File: config.mk
export PLATFORM = sky130hd
export DESIGN_NAME = cp0_unit
export DESIGN_NICKNAME = d
export VERILOG_FILES = /design/src/rtl/cp0_unit_pkg.sv /design/src/rtl/cp0_unit.sv
export SDC_FILE = /design/constraint.sdc
export NUM_CORES = 1
export LEC_CHECK = 0
export CAP_MARGIN = 20
export CORE_ASPECT_RATIO = 0.75
export CORE_MARGIN = 2
export CORE_UTILIZATION = 39
export DETAILED_ROUTE_END_ITERATION = 10
export GPL_ROUTABILITY_DRIVEN = 0
export HOLD_SLACK_MARGIN = 0.06
export PLACE_DENSITY = 0.77
export SLEW_MARGIN = 15
export SYNTH_ARGS = -nofsm -noshare
export SYNTH_HDL_FRONTEND = slang
export SYNTH_SLANG_ARGS = --single-unit
File: constraint.sdc
create_clock -name clk -period 2.4 [get_ports clk]
set_input_delay 0.48 -clock clk [delete_from_list [all_inputs] [get_ports clk]]
set_output_delay 0.48 -clock clk [all_outputs]
set_load 0.05 [all_outputs]
File: src/rtl/cp0_unit_pkg.sv
// Shared CPU definitions for the CP0 unit: register addresses, SR/Cause field
// positions, exception codes and register image packing helpers.
package cp0_unit_pkg;

    typedef enum logic [4:0] {
        CP0_SR    = 5'd12,
        CP0_CAUSE = 5'd13,
        CP0_EPC   = 5'd14,
        CP0_PRID  = 5'd15
    } cp0_addr_e;

    typedef enum logic [4:0] {
        EXC_INT  = 5'd0,
        EXC_ADEL = 5'd4,
        EXC_ADES = 5'd5,
        EXC_RI   = 5'd10,
        EXC_OV   = 5'd12
    } exc_code_e;

    localparam int SR_IE_BIT     = 0;
    localparam int SR_EXL_BIT    = 1;
    localparam int SR_IM_LSB     = 10;
    localparam int SR_IM_MSB     = 15;
    localparam int CAUSE_EXC_LSB = 2;
    localparam int CAUSE_EXC_MSB = 6;
    localparam int CAUSE_IP_LSB  = 10;
    localparam int CAUSE_IP_MSB  = 15;
    localparam int CAUSE_BD_BIT  = 31;

    function automatic logic [31:0] pack_sr(input logic [5:0] im, input logic exl,
                                            input logic ie);
        logic [31:0] r;
        r = 32'h0000_0000;
        r[SR_IM_MSB:SR_IM_LSB] = im;
        r[SR_EXL_BIT]          = exl;
        r[SR_IE_BIT]           = ie;
        return r;
    endfunction

    function automatic logic [31:0] pack_cause(input logic bd, input logic [5:0] ip,
                                               input logic [4:0] exc);
        logic [31:0] r;
        r = 32'h0000_0000;
        r[CAUSE_BD_BIT]                = bd;
        r[CAUSE_IP_MSB:CAUSE_IP_LSB]   = ip;
        r[CAUSE_EXC_MSB:CAUSE_EXC_LSB] = exc;
        return r;
    endfunction

endpackage

File: src/rtl/cp0_unit.sv
// CP0 unit: SR/Cause/EPC, interrupt and exception request, mtc0/mfc0/eret.
// Optional PRId read at address 15 is enabled by defining CP0_PRID_EN.
module cp0_unit
    import cp0_unit_pkg::*;
#(
    parameter logic [31:0] PRID_VALUE = 32'h0000_0000
) (
    input  logic        clk,
    input  logic        reset,
    input  logic        en,
    input  logic [4:0]  CP0Add,
    input  logic [31:0] CP0In,
    input  logic [31:0] VPC,
    input  logic        BDIn,
    input  logic [4:0]  ExcCodeIn,
    input  logic [5:0]  HWInt,
    input  logic        EXLClr,
    output logic [31:0] CP0Out,
    output logic [31:0] EPCOut,
    output logic        Req
);

    logic [5:0]  im_q, im_d;
    logic        exl_q, exl_d;
    logic        ie_q, ie_d;
    logic        bd_q, bd_d;
    logic [5:0]  ip_q, ip_d;
    logic [4:0]  exc_q, exc_d;
    logic [31:0] epc_q, epc_d;

    logic        int_req_s;
    logic        exc_req_s;
    logic        sr_wr_s;
    logic        epc_wr_s;

    // Request decode; EXL masks both sources so exceptions never nest.
    always_comb begin
        int_req_s = (|(HWInt & im_q)) & ie_q & ~exl_q;
        exc_req_s = (ExcCodeIn != 5'd0) & ~exl_q;
        Req       = int_req_s | exc_req_s;
        sr_wr_s   = en & (CP0Add == CP0_SR);
        epc_wr_s  = en & (CP0Add == CP0_EPC);
    end

    // Next-state: reset, then exception entry, then mtc0/eret updates.
    always_comb begin
        im_d  = im_q;
        exl_d = exl_q & ~EXLClr;
        ie_d  = ie_q;
        bd_d  = bd_q;
        ip_d  = HWInt;
        exc_d = exc_q;
        epc_d = epc_q;
        if (reset) begin
            im_d  = 6'd0;
            exl_d = 1'b0;
            ie_d  = 1'b0;
            bd_d  = 1'b0;
            ip_d  = 6'd0;
            exc_d = 5'd0;
            epc_d = 32'h0000_0000;
        end else if (Req) begin
            // Interrupt takes priority over a simultaneous exception code.
            exl_d = 1'b1;
            bd_d  = BDIn;
            exc_d = int_req_s ? EXC_INT : ExcCodeIn;
            epc_d = BDIn ? (VPC - 32'd4) : VPC;
        end else if (sr_wr_s) begin
            im_d  = CP0In[SR_IM_MSB:SR_IM_LSB];
            ie_d  = CP0In[SR_IE_BIT];
            exl_d = CP0In[SR_EXL_BIT] & ~EXLClr;
        end else if (epc_wr_s) begin
            epc_d = CP0In;
        end else begin
            epc_d = epc_q;
        end
    end

    // State register.
    always_ff @(posedge clk) begin
        im_q  <= im_d;
        exl_q <= exl_d;
        ie_q  <= ie_d;
        bd_q  <= bd_d;
        ip_q  <= ip_d;
        exc_q <= exc_d;
        epc_q <= epc_d;
    end

    assign EPCOut = epc_q;

`ifdef CP0_PRID_EN
    // mfc0 read mux including the processor ID constant.
    always_comb begin
        case (CP0Add)
            CP0_SR:    CP0Out = pack_sr(im_q, exl_q, ie_q);
            CP0_CAUSE: CP0Out = pack_cause(bd_q, ip_q, exc_q);
            CP0_EPC:   CP0Out = epc_q;
            CP0_PRID:  CP0Out = PRID_VALUE;
            default:   CP0Out = 32'h0000_0000;
        endcase
    end
`else
    logic unused_prid_s;
    assign unused_prid_s = ^PRID_VALUE;

    // mfc0 read mux; address 15 falls through to zero.
    always_comb begin
        case (CP0Add)
            CP0_SR:    CP0Out = pack_sr(im_q, exl_q, ie_q);
            CP0_CAUSE: CP0Out = pack_cause(bd_q, ip_q, exc_q);
            CP0_EPC:   CP0Out = epc_q;
            default:   CP0Out = 32'h0000_0000;
        endcase
    end
`endif

endmodule

==> results.py, run 1 <==
metrics = {
    "floorplanning": {
        "coreArea_um2": 8970,
        "start_util": 0.397,
        "core.rowCount": 30,
        "die_area_um2": 9920,
        "die_h_um": 86.8,
        "fp.dieW_um": 114,
        "pin_count": 150,
    },
    "cells_and_area": {
        "diodes": 0,
        "design_area_um2": 6230,
        "fin_util": 0.694,
        "syn_to_final_growth_pct": 74.8,
        "drive_gt1_frac": 0.237,
        "fin_nets": 701,
    },
    "timing": {
        "slew_headroom": 0.478,
        "max_freq_mhz": 417,
        "rsz0062_at_grt": "yes",
        "tightest_slew_ns": 0.782,
        "fin_skew_ns": 0.00845,
        "min_period_ns": 2.40,
        "hold_ws_ns": 0.467,
        "hold_viol": 0,
        "setup_viol": 0,
        "drv_slew": 0,
        "fin_crit_sh": 1.00,
        "setup_slack_ns": 0.00107,
    },
    "clock_network": {
        "clk_latency_ns": 0.29,
        "cts.reportedPaths.clkPinSlew_ns": 0.06,
        "cts_sinks": 52,
        "htree_levels": 2,
        "cts_tree": "done",
        "cts_root_buffer": "clkbuf_16",
        "numCtsBuffers": 5,
        "cts_buffer_depth": 2,
    },
    "grt": {
        "grt_pass1_vias": 4228,
        "track_usage": 0.281,
        "grt_start_max_net_pins": 42,
        "antenna_found_initial": 0,
        "grt_pass1_wl_um": 22000,
        "grt.overflow.total": 0,
    },
    "routing": {
        "vias": 4530,
        "drtPass1Iterations": 5,
        "post_drt_wl_per_cell_um": 20.2,
        "vias_per_cell": 6.23,
        "ant_nets": 0,
        "drc": 0,
        "drt_iter0_markers": 450,
        "wirelength_um": 14700,
    },
    "worst_setup_path": {
        "startpoint_type": "input pin",
        "path_cells": "clkdlybuf4s50_1 -> nor4bb_4 -> and2_4 -> a22o_1 -> buf_12",
        "cp.required_ns": 1.92,
        "crit_path_max_fanout": 6,
        "critical_path_class": "in2out",
        "cp_slowest_cell": "clkdlybuf4s50_1",
        "end_kind": "output port",
        "slowest_delay_ns": 0.53,
        "arrival_ns": 1.92,
    },
    "synth": {
        "netlist_area_um2": 3560,
        "yosysUniqueCellTypes": 44,
        "synth_fp_nets": 513,
        "async_flop_share": 0,
        "yosysWarnings": 0,
        "syn_avg_cell_area_um2": 8.34,
        "ys_seq_area_frac": 0.292,
        "synth_edf_count": 0,
        "synthFlopType": "dfxtp_1",
        "ys_ff_latch": 52,
        "syn-instance-count": 427,
    },
    "placement": {
        "numPortBuffers": 149,
        "postPlaceCellArea_um2": 5920,
        "dpl_worst_slack_ns": -0.397,
        "dp_hpwl_um": 10500,
    },
    "power_and_ir_drop": {
        "swShare": 0.336,
        "ir_worst_vdd_mv": 0.251,
        "pwr-share-clk": 0.267,
        "power_uw": 2600,
        "p_int_uw": 1730,
        "p_switching_uw": 874,
        "power_density_nw_per_um2": 418,
        "pwr-share-seq": 0.379,
        "power.leakage_uw": 0.00245,
        "combPwrFrac": 0.354,
    },
    "min_path": {
        "hold_path_class": "in2reg",
    },
    "flow_run": {
        "cap_violations": 0,
    },
    "outcome": {
        "status": "completed",
    },
}
[cells by family (layout without fill, tap and decap cells)]
group / count (synthesis) / after routing / synth area share
compound gates: 134 / 134 / 0.284
xor+xnor: 6 / 6 / 0.0148
fa+ha+maj: 1 / 1 / 0.00351
buf+inv: 50 / 238 / 0.0545
flops: 52 / 52 / 0.292
mux: 22 / 22 / 0.0618
simple gates: 162 / 162 / 0.290
[per-stage QoR]
step                setup TNS [ns]  instances
floorplan                        0        427
global placement             -3.67        710
detailed placement           -5.00        710
CTS                              0        725
global route                -0.178        727
finish                           0        727
[power groups by stage]
| stage | Combinational (uW) | Sequential, uW | Clock, uW |
|---|---|---|---|
| after floorplan | 273 | 1160 | 0 |
| after global placement | 856 | 998 | 0 |
| after detailed placement | 871 | 1000 | 0 |
| after CTS | 892 | 983 | 690 |
| after global routing | 967 | 992 | 724 |
| final | 922 | 986 | 694 |
[layout by cell type, fill, tap and decap left out, types with 10 or more instances in the layout]
| cell type | count |
|---|---|
| mux2i_1 | 22 |
| nand4_1 | 11 |
| a211oi_1 | 15 |
| dfxtp_1 | 52 |
| buf_4 | 72 |
| buf_12 | 36 |
| a31oi_1 | 16 |
| and4_1 | 16 |
| or3_1 | 10 |
| or4_1 | 12 |
| nand2_1 | 26 |
| clkdlybuf4s50_1 | 110 |
| o41ai_1 | 18 |
| and3_1 | 18 |
| o31ai_1 | 19 |
| o31a_1 | 18 |
[cell usage after synthesis, types with 6 or more instances]
master	n	area, um2
o21ai_0	12	60.1
a21oi_1	8	40.0
clkbuf_1	41	154
nand2_1	26	97.6
nor4_1	6	37.5
nor2b_1	8	50.1
dfxtp_1	52	1040
or3b_1	6	52.6
nor3_1	6	30.0
nor2_1	8	30.0
nand4_1	11	68.8
a22o_1	11	96.3
o31a_1	18	158
and4_1	16	140
nand3_1	8	40.0
and3_1	18	113
or3_1	10	62.6
or4_1	15	113
inv_1	6	22.5
a31oi_1	16	100
o31ai_1	19	143
a211oi_1	18	135
nor4bb_1	8	80.1
o41ai_1	18	158
mux2i_1	22	220
[final cells by class]
| class | instances | area [um2] |
|---|---|---|
| fill | 691 | 2750 |
| clock inverter | 1 | 5.00 |
| clock buffer | 6 | 129 |
| sequential | 52 | 1040 |
| tap | 112 | 140 |
| multi-input combinational | 325 | 2450 |
| timing repair buffer | 225 | 2440 |
| inverter | 6 | 22.5 |
[metal layers]
layer	up-vias	track usage	wire length (um)
met1	2157	0.397	6360
met2	252	0.443	6760
met4	0	0.0765	308
li1	2090	-	-
met5	-	0	0
met3	31	0.0483	1220
[critical path: cells and delay by family]
| kind | cells | cell delay [ns] |
|---|---|---|
| compound gates | 1 | 0.20 |
| buf+inv | 2 | 0.68 |
| simple gates | 2 | 0.55 |
[path summary, 6_finish.rpt]
| kind | startpoint | to | slack, ns | depth (start not counted) |
|---|---|---|---|---|
| hold reg to reg | im_q[0] | im_q[0] | 0.49 | 2 |
| setup / recovery | CP0Add[3] | CP0Out[4] | 0.001 | 5 |
| setup reg to reg | exl_q | EPCOut[6] | 0.18 | 10 |
| hold / removal | HWInt[4] | ip_q[4] | 0.47 | 2 |
[registers in the layout, indices dropped and copies added (netlist names)]
name,cells
ie_q,1
EPCOut,32
bd_q,1
exc_q,5
im_q,6
exl_q,1
ip_q,6
[timing repair]
action,CTS,global route
gates resized for setup,10,19
pin swaps,6,4
hold buffers,0,0
buffers inserted,8,3
endpoints found under the setup margin,15,27
(Power assumes the default switching activity.)
==> inputs of run 2 (changes only) <==
- SLEW_MARGIN: 15 -> not set
==> results of run 2 <==
Same layout as run 1: the final DEF is identical, and so are final timing and power.
==> inputs of run 3 (changes only) <==
- ABC_AREA: not set -> 1
==> run 3 against run 2 <==
Global-route usage fell by 2.1 points. Sequential cell count did not move. Worst hold slack improved by 0.0083 ns. Combinational power decreased by 4.7%. Design area is 3.8% lower. Critical path depth grew 3. First-iteration DRC count is 25% lower. Via count is 1.7% lower. Maximum frequency grew 1.7%. Sequential power is 2% lower. Core utilization down 2.9 points. Die area is 0.95% higher. Critical endpoint is now CP0Out[31]. Largest cell class unchanged. Largest power group unchanged.
==> results.py, run 3 <==
metrics = {
    "synth": {
        "yosysUniqueCellTypes": 38,
        "synth_fp_nets": 684,
        "yosys-top-cells-count": "nand2_1, nor2_1, inv_1, dfxtp_1, o21ai_0",
        "synth_top_area_share": 0.289,
        "ys_ff_latch": 52,
        "synthFlopType": "dfxtp_1",
        "synth_edf_count": 0,
        "yosysWarnings": 0,
        "ys_seq_area_frac": 0.289,
        "yosysMostFrequentCell": "nand2_1",
        "async_flop_share": 0,
        "netlist_area_um2": 3600,
        "syn_avg_cell_area_um2": 6.01,
        "synth_top_cell_by_area": "dfxtp_1",
        "syn-instance-count": 598,
        "synth_area_leaders": "dfxtp_1, nand2_1, nor2_1",
    },
    "worst_setup_path": {
        "crit_start": "CP0Add[3]",
        "r2r_end": "EPCOut[10]",
        "crit_end": "CP0Out[31]",
        "worstReg2RegStart": "im_q[3]",
        "crit_path_max_fanout": 3,
        "arrival_ns": 1.88,
        "end_kind": "output port",
        "startpoint_type": "input pin",
        "reg2reg_slack_ns": 0.68,
        "path_cells": "clkdlybuf4s50_1 -> nand2_4 -> nor2_2 -> nand3_2 -> buf_4 -> o21ai_0 -> buf_4 -> buf_12",
        "critical_path_class": "in2out",
        "slowest_delay_ns": 0.50,
        "cp.required_ns": 1.92,
        "crit_top_cell": "buf_4",
        "cp_slowest_cell": "clkdlybuf4s50_1",
        "r2r_cells": 10,
    },
    "floorplanning": {
        "fp.dieW_um": 115,
        "pin_count": 150,
        "coreArea_um2": 9010,
        "start_util": 0.399,
        "die_area_um2": 10000,
        "core.rowCount": 30,
        "die_h_um": 87.2,
    },
    "timing": {
        "min_period_ns": 2.36,
        "drv_slew": 0,
        "setup_slack_ns": 0.0404,
        "fin_skew_ns": 0.0106,
        "fin_crit_sh": 0.983,
        "rsz0062_at_grt": "yes",
        "setup_viol": 0,
        "slew_headroom": 0.594,
        "hold_viol": 0,
        "tightest_slew_ns": 0.608,
        "max_freq_mhz": 424,
        "fin_tns_setup_ns": 0,
    },
    "clock_network": {
        "cts_tree": "done",
        "hold_buffers": 0,
        "postCtsSetupRepairBufs": 0,
        "cts.reportedPaths.clkPinSlew_ns": 0.08,
        "numCtsBuffers": 5,
        "htree_levels": 2,
        "cts_buffer_depth": 2,
        "clk_latency_ns": 0.30,
        "cts_sinks": 52,
        "cts_root_buffer": "clkbuf_16",
    },
    "power_and_ir_drop": {
        "p_int_uw": 1690,
        "power.leakage_uw": 0.00253,
        "p_switching_uw": 939,
        "ir_worst_vdd_mv": 0.322,
        "swShare": 0.358,
        "combPwrFrac": 0.335,
        "pwr-share-seq": 0.369,
        "pwr-share-clk": 0.296,
        "power_density_nw_per_um2": 438,
    },
    "routing": {
        "wirelength_um": 13300,
        "vias": 4454,
        "drc": 0,
        "drt_iter0_markers": 337,
        "drtPass1Iterations": 5,
        "post_drt_wl_per_cell_um": 15.2,
        "vias_per_cell": 5.10,
        "ant_nets": 0,
    },
    "placement": {
        "postPlaceCellArea_um2": 5690,
        "dpl_worst_slack_ns": -0.0972,
        "numPortBuffers": 149,
        "dp_hpwl_um": 10200,
    },
    "cells_and_area": {
        "design_area_um2": 5990,
        "drive_gt1_frac": 0.155,
        "fin_nets": 847,
        "largest_reg_flops": 32,
        "final_cell_mix": "nand2_1, clkdlybuf4s50_1, inv_1",
        "final_common_cell": "nand2_1",
        "fillers": 766,
        "diodes": 0,
        "fin_util": 0.665,
        "syn_to_final_growth_pct": 66.6,
    },
    "flow_run": {
        "cap_violations": 0,
    },
    "grt": {
        "grt_pass1_wl_um": 20600,
        "track_usage": 0.260,
        "grt.overflow.total": 0,
        "grt_pass1_vias": 4181,
        "antenna_found_initial": 0,
        "grt_start_max_net_pins": 35,
    },
    "outcome": {
        "status": "completed",
    },
    "min_path": {
        "hold_path_class": "reg2reg",
    },
}
[run 3: final cells by class]
cell class	instances	area [um2]	share of cell area
Inverter	96	360	0.0602
Sequential cell	52	1040	0.174
Timing Repair Buffer	176	2080	0.347
Clock inverter	3	28.8	0.00480
Tap cell	112	140	0.0234
Clock buffer	5	125	0.0209
Multi-Input combinational cell	430	2220	0.370
[run 3: what timing repair did]
| action | in CTS | in global routing |
|---|---|---|
| cloned | 0 | 0 |
| pin swaps | 1 | 1 |
| setup endpoints to repair | 30 | 24 |
| gates resized for setup | 15 | 25 |
[run 3: logic make-up after synthesis]
kind of cell    count (synthesis)  share of synthesized area
buf+inv                       116                      0.133
compound gates                100                      0.159
simple gates                  316                      0.384
flops                          52                      0.289
fa+ha+maj                       1                    0.00348
xor+xnor                       13                     0.0317
[run 3: worst min-delay path by stage]
stage / cells past startpoint / end / start / slack (ns)
after floorplan: 2 / exc_q[3] / exc_q[3] / 0.44
after global placement: 2 / exc_q[2] / exc_q[2] / 0.45
after detailed placement: 2 / exc_q[1] / exc_q[1] / 0.46
after CTS: 2 / exc_q[1] / exc_q[1] / 0.47
after global routing: 2 / exc_q[2] / exc_q[2] / 0.50
final: 2 / exc_q[3] / exc_q[3] / 0.48
[run 3: per-stage QoR]
| stage | cells | power [uW] | hold slack, ns |
|---|---|---|---|
| final | 874 | 2620 | 0.476 |
| after global routing | 874 | 2740 | 0.504 |
| after CTS | 874 | 2620 | 0.469 |
| after detailed placement | 866 | 1840 | 0.458 |
| after global placement | 866 | 1830 | 0.452 |
| after floorplan | 598 | 1440 | 0.440 |
[run 3: critical path: cells and delay by family]
kind            cells  cell delay, ns
buf+inv             4            0.93
compound gates      1            0.13
simple gates        3            0.33
[run 3: power groups by stage]
stage | clock network (uW) | logic [uW] | registers [uW]
global route | 824 | 940 | 975
CTS | 786 | 862 | 968
detailed placement | 0 | 853 | 986
finish | 778 | 879 | 968
floorplan | 0 | 290 | 1150
global placement | 0 | 844 | 984
[run 3: routing by layer]
layer | vias up | global-route usage | part of all wire | wire length [um]
li1 | 2211 | - | - | -
met1 | 1979 | 0.368 | 0.45 | 5960
met2 | 254 | 0.419 | 0.44 | 5890
met3 | 10 | 0.0438 | 0.10 | 1350
met4 | 0 | 0.0493 | 0.0076 | 101
met5 | - | 0 | 0 | 0
